<file path="src/rtl/uart_tx_fifo.sv">
// Buffered 8N1 UART transmitter: bytes enter a FIFO over valid/ready and are
// serialized on UART_TX back-to-back, LSB first.
module uart_tx_fifo #(
    parameter int CLK_FREQ   = 12000000,
    parameter int UART_BAUD  = 9600,
    parameter int FIFO_DEPTH = 16
) (
    input  logic                          ICE_CLK,
    input  logic                          RST_N,
    input  logic [7:0]                    wr_data,
    input  logic                          wr_valid,
    output logic                          wr_ready,
    output logic                          UART_TX,
    output logic                          busy,
    output logic [$clog2(FIFO_DEPTH):0]   fifo_count,
    output logic                          overflow
);

    localparam int CLKS_PER_BIT = CLK_FREQ / UART_BAUD;
    localparam int AW           = $clog2(FIFO_DEPTH);
    localparam int BW           = (CLKS_PER_BIT > 1) ? $clog2(CLKS_PER_BIT) : 1;
    localparam logic [BW-1:0] BAUD_LAST = BW'(CLKS_PER_BIT - 1);
    localparam logic [AW:0]   FULL_COUNT = (AW + 1)'(FIFO_DEPTH);

    typedef enum logic [1:0] {
        IDLE,
        START,
        DATA,
        STOP
    } state_t;

    state_t        state_q, state_d;
    logic [BW-1:0] baud_q, baud_d;
    logic [2:0]    bit_q, bit_d;
    logic [7:0]    shift_q, shift_d;
    logic          tx_q, tx_d;

    logic [7:0]    mem [FIFO_DEPTH];
    logic [AW-1:0] wr_ptr, rd_ptr;
    logic          full, empty, push, pop, baud_last;

    assign full      = (fifo_count == FULL_COUNT);
    assign empty     = (fifo_count == '0);
    assign wr_ready  = !full;
    assign push      = wr_valid && wr_ready;
    assign overflow  = wr_valid && !wr_ready;
    assign busy      = (state_q != IDLE) || !empty;
    assign UART_TX   = tx_q;
    assign baud_last = (baud_q == BAUD_LAST);

    // Storage has no reset; occupancy is tracked by the counter, not the data.
    always_ff @(posedge ICE_CLK) begin
        if (push) begin
            mem[wr_ptr] <= wr_data;
        end
    end

    always_ff @(posedge ICE_CLK or negedge RST_N) begin
        if (!RST_N) begin
            wr_ptr     <= '0;
            rd_ptr     <= '0;
            fifo_count <= '0;
        end else begin
            if (push) begin
                wr_ptr <= wr_ptr + 1'b1;
            end
            if (pop) begin
                rd_ptr <= rd_ptr + 1'b1;
            end
            case ({push, pop})
                2'b10:   fifo_count <= fifo_count + 1'b1;
                2'b01:   fifo_count <= fifo_count - 1'b1;
                default: fifo_count <= fifo_count;
            endcase
        end
    end

    always_ff @(posedge ICE_CLK or negedge RST_N) begin
        if (!RST_N) begin
            state_q <= IDLE;
            baud_q  <= '0;
            bit_q   <= '0;
            shift_q <= '0;
            tx_q    <= 1'b1;
        end else begin
            state_q <= state_d;
            baud_q  <= baud_d;
            bit_q   <= bit_d;
            shift_q <= shift_d;
            tx_q    <= tx_d;
        end
    end

    // The shift register moves right each data bit, so shift_q[0] is always
    // the bit on the line and shift_q[1] the next one.
    always_comb begin
        state_d = state_q;
        baud_d  = baud_q;
        bit_d   = bit_q;
        shift_d = shift_q;
        tx_d    = tx_q;
        pop     = 1'b0;

        case (state_q)
            IDLE: begin
                tx_d = 1'b1;
                if (!empty) begin
                    pop     = 1'b1;
                    shift_d = mem[rd_ptr];
                    baud_d  = '0;
                    tx_d    = 1'b0;
                    state_d = START;
                end
            end
            START: begin
                if (baud_last) begin
                    baud_d  = '0;
                    bit_d   = '0;
                    tx_d    = shift_q[0];
                    state_d = DATA;
                end else begin
                    baud_d = baud_q + 1'b1;
                end
            end
            DATA: begin
                if (baud_last) begin
                    baud_d = '0;
                    if (bit_q == 3'd7) begin
                        tx_d    = 1'b1;
                        state_d = STOP;
                    end else begin
                        bit_d   = bit_q + 1'b1;
                        shift_d = {1'b0, shift_q[7:1]};
                        tx_d    = shift_q[1];
                    end
                end else begin
                    baud_d = baud_q + 1'b1;
                end
            end
            STOP: begin
                if (baud_last) begin
                    baud_d = '0;
                    if (!empty) begin
                        pop     = 1'b1;
                        shift_d = mem[rd_ptr];
                        tx_d    = 1'b0;
                        state_d = START;
                    end else begin
                        tx_d    = 1'b1;
                        state_d = IDLE;
                    end
                end else begin
                    baud_d = baud_q + 1'b1;
                end
            end
            default: begin
                tx_d    = 1'b1;
                state_d = IDLE;
            end
        endcase
    end

endmodule

</file>
<file path="config.mk">
export PLATFORM = sky130hd
export DESIGN_NAME = uart_tx_fifo
export DESIGN_NICKNAME = d
export VERILOG_FILES = /design/src/rtl/uart_tx_fifo.sv
export SDC_FILE = /design/constraint.sdc
export NUM_CORES = 1
export LEC_CHECK = 0
export BUFFER_PORTS_ARGS = -buffer_cell sky130_fd_sc_hd__buf_2
export CORE_ASPECT_RATIO = 1.5
export CORE_UTILIZATION = 35
export CTS_CLUSTER_SIZE = 40
export DETAILED_ROUTE_END_ITERATION = 8
export GPL_ROUTABILITY_DRIVEN = 1
export HOLD_SLACK_MARGIN = 0.06
export PLACE_DENSITY = 0.56
export SYNTH_ARGS = -nofsm -noshare
export SYNTH_HDL_FRONTEND = slang
export SYNTH_SLANG_ARGS = --single-unit
export TNS_END_PERCENT = 20
</file>
<file path="constraint.sdc">
create_clock -name ICE_CLK -period 8.6 [get_ports ICE_CLK]
set_input_delay 0 -clock ICE_CLK [delete_from_list [all_inputs] [get_ports ICE_CLK]]
set_output_delay 0 -clock ICE_CLK [all_outputs]
set_load 0.02 [all_outputs]
</file>
# Yosys cells after proc, flatten, opt, wreduce, memory -nomap -nowiden
# Memories as Yosys holds them, arrays and structs flattened.
# Cells that the tools add are included.
totals:
  mem_bits_ro: 0
  in_bits: 11
  reg_bits: 38
  latch_bits: 0
  out_inout_bits: 9
  mem_bits_rw: 128
  memories: 1
op_classes:
  bitwise_logic: 0
  reduce_logical: 16
  n_div: 0
  add_sub_neg: 6
  order_cmp: 0
  muxes: 31
  eq_ne: 14
  multipliers: 0
  n_shift: 0
mem_list:
  columns: ["name", "words", "word_bits", "read_ports", "rd_ports_with_merged_regs", "wr", "line_no", "rtl"]
  rows:
  - ["mem", 16, 8, 1, 0, 1, "38", "logic [7:0] mem [FIFO_DEPTH];"]
op_table:
  columns: ["cell", "count"]
  rows:
  - ["2-to-1 mux 8 bit", 4]
  - ["case mux 8 bit (3 select lines)", 1]
  - ["2-to-1 mux 11 bit", 2]
  - ["case mux 11 bit (2 select lines)", 1]
  - ["inequality test 2 bit (second input constant)", 6]
  - ["adder 11 x 1 -> 11 bit (second input constant)", 1]
  - ["equality test 11 bit (second input constant)", 1]
  - ["2-to-1 mux 1 bit", 10]
  - ["2-to-1 mux 2 bit", 5]
  - ["case mux 5 bit (2 select lines)", 1]
  - ["2-to-1 mux 3 bit", 3]
  - ["adder 4 x 1 -> 4 bit (second input constant)", 2]
  - ["case mux 2 bit (4 select lines)", 1]
  - ["AND reduction 4 bit", 2]
  - ["equality test 2 bit (second input constant)", 3]
  - ["case mux 3 bit (2 select lines)", 1]
  - ["nonzero test 2 bit", 3]
  - ["adder 5 x 1 -> 5 bit (second input constant)", 1]
  - ["equality test 5 bit (second input constant)", 1]
  - ["logical NOT 5 bit", 1]
  - ["AND reduction 5 bit", 1]
  - ["subtractor 5 x 1 -> 5 bit (second input constant)", 1]
  - ["equality test 2 x 1 -> 1 bit (second input constant)", 2]
  - ["case mux 1 bit (4 select lines)", 1]
  - ["other kinds (10)", 12]

# Depth between registers and ports, before layout
depth:
  ltp_word: 6
  mapped_depth: 12

# Least setup slack after synthesis
# No wires, ideal clock.
synth_path:
  path_type: "reg-to-reg"
  startpoint: "register fifo_count[0]"
  endpoint: "register fifo_count[4]"
  t_arrival_ps: 2783
  setup_slack_ps: 5695
  setup_ps: 123
  required_ps: 8477
  path_stages_with_launch: 13
  path_buffers: 1
  path_cell_list: "dfrtp_1 -> nor4_1 -> nand2_1 -> and2_1 -> clkbuf_1 -> inv_1 -> ha_1 -> ha_1 -> a21o_1 -> a21oi_1 -> xor2_1 -> nor2_1 -> xnor2_1"
synth_between:
  elab_cells_between_ends: 13
  cone_classes: "2 x add/sub; 3 x eq/ne; 4 x mux; 4 x reduce/logical"
synth_lines:
  columns: ["element", "line_no", "rtl"]
  rows:
  - ["start, declared", "15", "output logic [$clog2(FIFO_DEPTH):0] fifo_count,"]
  - ["start signal, assigned", "71", "2'b10: fifo_count <= fifo_count + 1'b1;"]
  - ["start signal, assigned", "72", "2'b01: fifo_count <= fifo_count - 1'b1;"]
  - ["start signal, assigned", "73", "default: fifo_count <= fifo_count;"]
  - ["equality test 5 bit (*)", "42", "assign full = (fifo_count == FULL_COUNT);"]
  - ["logical NOT 1 bit (*)", "44", "assign wr_ready = !full;"]
  - ["via wr_ready", "12", "output logic wr_ready,"]
  - ["logical AND 1 bit (*)", "45", "assign push = wr_valid && wr_ready;"]
  - ["equality test 2 x 1 -> 1 bit / equality test 2 bit (equally long branches)", "70", "case ({push, pop})"]
  - ["case mux 5 bit (2 select lines) / nonzero test 2 bit (equally long branches)", null, null]
# Mark *: on every way through the listed nets, which the timed path passes. The rest lies on a longest branch.
# A chain may end at the register's enable or synchronous reset.

# Worst setup path after layout
layout_path:
  startpoint: "register baud_q[1]"
  endpoint: "register fifo_count[4]"
layout_between:
  elab_chain_len: 5
  elab_cells_between_ends: 7
  cone_classes: "3 x eq/ne; 3 x mux; 1 x reduce/logical"
layout_lines:
  columns: ["element", "line_no", "rtl"]
  rows:
  - ["start, declared", "33", "logic [BW-1:0] baud_q, baud_d;"]
  - ["start signal, assigned", "87", "baud_q <= baud_d;"]
  - ["equality test 11 bit (*)", "49", "assign baud_last = (baud_q == BAUD_LAST);"]
  - ["2-to-1 mux 1 bit (*)", "141", "if (baud_last) begin"]
  - ["case mux 1 bit (2 select lines) (*)", "104", "case (state_q)"]
  - ["via pop", "40", "logic full, empty, push, pop, baud_last;"]
  - ["equality test 2 x 1 -> 1 bit / equality test 2 bit (equally long branches)", "70", null]
  - ["case mux 5 bit (2 select lines) / nonzero test 2 bit (equally long branches)", null, null]
# Marks and branches as above.

==> impl_metrics.yaml <==
routing:
  ant_nets: 0
  drtIter0Drc: 254
  vias_per_cell: 5.202
  drt-total-wl_um: 14430
  firstDrtPassIters: 4
  wire_per_inst_um: 20.35
  drc: 0
  num_vias: 3688
sta:
  final-setup-viol-count: 0
  finalClockSkew_ps: 11.76
  worst_pin_slew_ps: 1142
  slew_headroom_pct: 23.58
  setup_tns_ps: 0
  hold_violations: 0
  period_share_pct: 37.28
  rsz0062_at_grt: "no"
  hold_slack_ps: 141.5
  post-route-min-period_ps: 3206
  drv_slew: 0
  max_freq_ghz: 0.3119
die:
  dieWidth_um: 117.7
  core-area_um2: 19710
  row_count: 63
  io_pins: 20
  die_h_um: 175.6
  initial_core_util_pct: 35.68
  dieArea_um2: 20670
critical_path:
  arrival_ps: 3510
  required_ps: 8900
  end_kind: "flip-flop"
  crit_path_max_fanout: 5
  r2r_cells: 12
  critical_path_class: "reg2reg"
  cp-start-kind: "flip-flop"
clock_network:
  cts_tree: "done"
  clk_pin_slew_worst_paths_ps: 60
  cts_sinks: 166
  clock_latency_ps: 430
  cts_htree_levels: 4
  cts_setup_buffers: 0
  clockRootBuffer: "clkbuf_16"
  numCtsBuffers: 17
  cts_buffer_depth: 2
yosys:
  netlist.area_leader.share_pct: 54.66
  yosys_warnings: 0
  syn_inst: 401
  synth_cell_types: 44
  synth_commonest_cells: "edfxtp_1, mux4_2, dfrtp_1"
  synth_edf_count: 128
  netlist_area_um2: 7032
  synthFlopType: "edfxtp_1"
  ys_seq_elements: 166
  ys_async_sr_fraction_pct: 22.89
  yosys.area.top_type: "edfxtp_1"
  synth.avg_cell_area_um2: 17.54
  synth.most_common_cell: "edfxtp_1"
  seq_area_frac_synth_pct: 68.20
  netlist_top_cells_area: "edfxtp_1, dfrtp_1, mux4_2"
  synth_nets: 431
hold_path:
  hp-class: "in2reg"
  holdPathStages: 3
power_and_ir_drop:
  p_leak_nw: 2.784
  vdd_drop_max_mv: 0.1330
  p_per_area_nw_per_um2: 237.4
cells_and_area:
  instances_no_fill: 709
  nFillCells: 1790
  nNetsFinal: 467
  layout-drive-gt1-share_pct: 24.05
  areaGrowthSynthToFinish_pct: 14.73
  n_antenna_cell: 0
global_routing:
  grt_pass1_vias: 3828
  grt_pass1_wl_um: 22540
  antenna_found_initial: 0
  met2_usage_pct: 27.25
  grt_overflow: 0
  gr-usage-all-layers_pct: 15.05
  grt_max_degree: 39
  grt_busiest_layer: "met2"
  grtUsageMet3_pct: 2.857
  grtUsageMet1_pct: 17.09
status:
  status: "completed"
placed_design:
  hpwl_um: 8930
  place_inst: 669
  port-buffer-count: 19
  gp_congestion: 0.7385
job:
  maxCapViolations: 0
-- where the power goes --
group	internal [mW]	total, mW	switching, mW
logic	0.0800	0.219	0.139
clock network	0.395	0.703	0.308
registers	0.949	0.993	0.0443
-- cell usage in the layout, fill, tap and decap left out, drive strengths merged, types with 2 or more instances in the layout --
cell type | Yosys | layout
a31oi | 3 | 3
o41ai | 2 | 2
mux2 | 3 | 3
and3 | 2 | 2
o22ai | 2 | 2
clkinvlp | 0 | 2
dlygate4sd3 | 0 | 9
mux4 | 40 | 40
ha | 18 | 18
and4 | 2 | 2
inv | 11 | 12
buf | 10 | 24
xnor2 | 8 | 8
edfxtp | 128 | 128
nand3 | 7 | 7
o31ai | 5 | 5
nor2b | 3 | 3
o21ai | 18 | 18
a31o | 2 | 2
a21oi | 4 | 4
a221o | 7 | 7
xor2 | 3 | 3
and2 | 10 | 10
nand2b | 4 | 4
dfrtp | 37 | 37
nor3 | 7 | 7
nor4b | 2 | 2
a22o | 2 | 2
a21o | 4 | 4
nand4 | 2 | 2
nor2 | 19 | 19
clkbuf | 6 | 18
clkinv | 0 | 9
nand2 | 20 | 20
o211ai | 2 | 2
-- worst paths after layout --
check / to / from / slack [ps]
setup / recovery: fifo_count[4] / baud_q[1] / 5390
hold / removal: wr_ptr[0] / wr_valid / 140
setup reg to reg: fifo_count[4] / baud_q[1] / 5390
hold reg to reg: baud_q[10] / baud_q[10] / 490
max in group asynchronous: rd_ptr[0] / RST_N / 7770
min in group asynchronous: fifo_count[1] / RST_N / 230
-- sequential cells by signal (all words and copies together) (netlist names) --
| register | flops |
|---|---|
| UART_TX | 1 |
| bit_q | 3 |
| shift_q | 8 |
| rd_ptr | 4 |
| baud_q | 11 |
| state_q | 2 |
| fifo_count | 5 |
| wr_ptr | 4 |
| mem | 128 |
-- metal layers --
layer | vias up | wire [um]
met1 | 1930 | 5854
met2 | 73 | 7788
met4 | 0 | 386
li1 | 1659 | -
met3 | 26 | 402
met5 | - | 0
-- cells by family (layout without fill, tap and decap cells) --
kind of cell | after synthesis | after routing | synth area share (%)
adders and majority gates | 19 | 19 | 3.488
xor gates and xnor gates | 11 | 11 | 1.370
muxes | 43 | 43 | 13.29
AOI/OAI and AO/OA | 55 | 55 | 5.677
DFF | 166 | 166 | 68.20
buffers and inverters | 27 | 75 | 1.619
and+or+nand+nor | 80 | 80 | 6.352
-- worst max-delay path, stage by stage, from the launching register on --
cell and delay (ps):
dfrtp_1 410, inv_1 90, ha_1 140, and4bb_2 310, a41oi_1 180, nor3_1 540
ha_1 410, ha_1 310, a21o_1 190, a21oi_1 170, xor2_1 150, nor2_1 60
xnor2_1 120
-- through the flow --
step / area, um^2 / utilization [%] / setup WS (ps) / power [mW]
floorplan: 7032 / - / 5695 / 1.139
global placement: 7438 / 37.75 / 5498 / 1.219
detailed placement: 7438 / 37.75 / 5405 / 1.231
CTS: 8068 / 40.94 / 5387 / 1.931
global route: 8068 / 40.94 / 5142 / 1.989
finish: 8068 / 40.94 / 5394 / 1.915
-- cell type report --
class | instances | area [um^2] | share of cell area (%)
inverter | 11 | 41.29 | 0.5118
timing repair buffer | 33 | 222.7 | 2.761
clock buffer | 18 | 429.2 | 5.319
tap | 260 | 325.3 | 4.032
sequential | 166 | 4797 | 59.46
multi-input combinational | 208 | 2142 | 26.55
clock inverter | 13 | 110.1 | 1.365
-- repair_timing --
item / in CTS / in global routing
hold buffers: 9 / 0
endpoints found under the hold margin: 165 / 0
gates resized for setup: 0 / 0
Note: power is estimated with default switching activity, not from simulation.
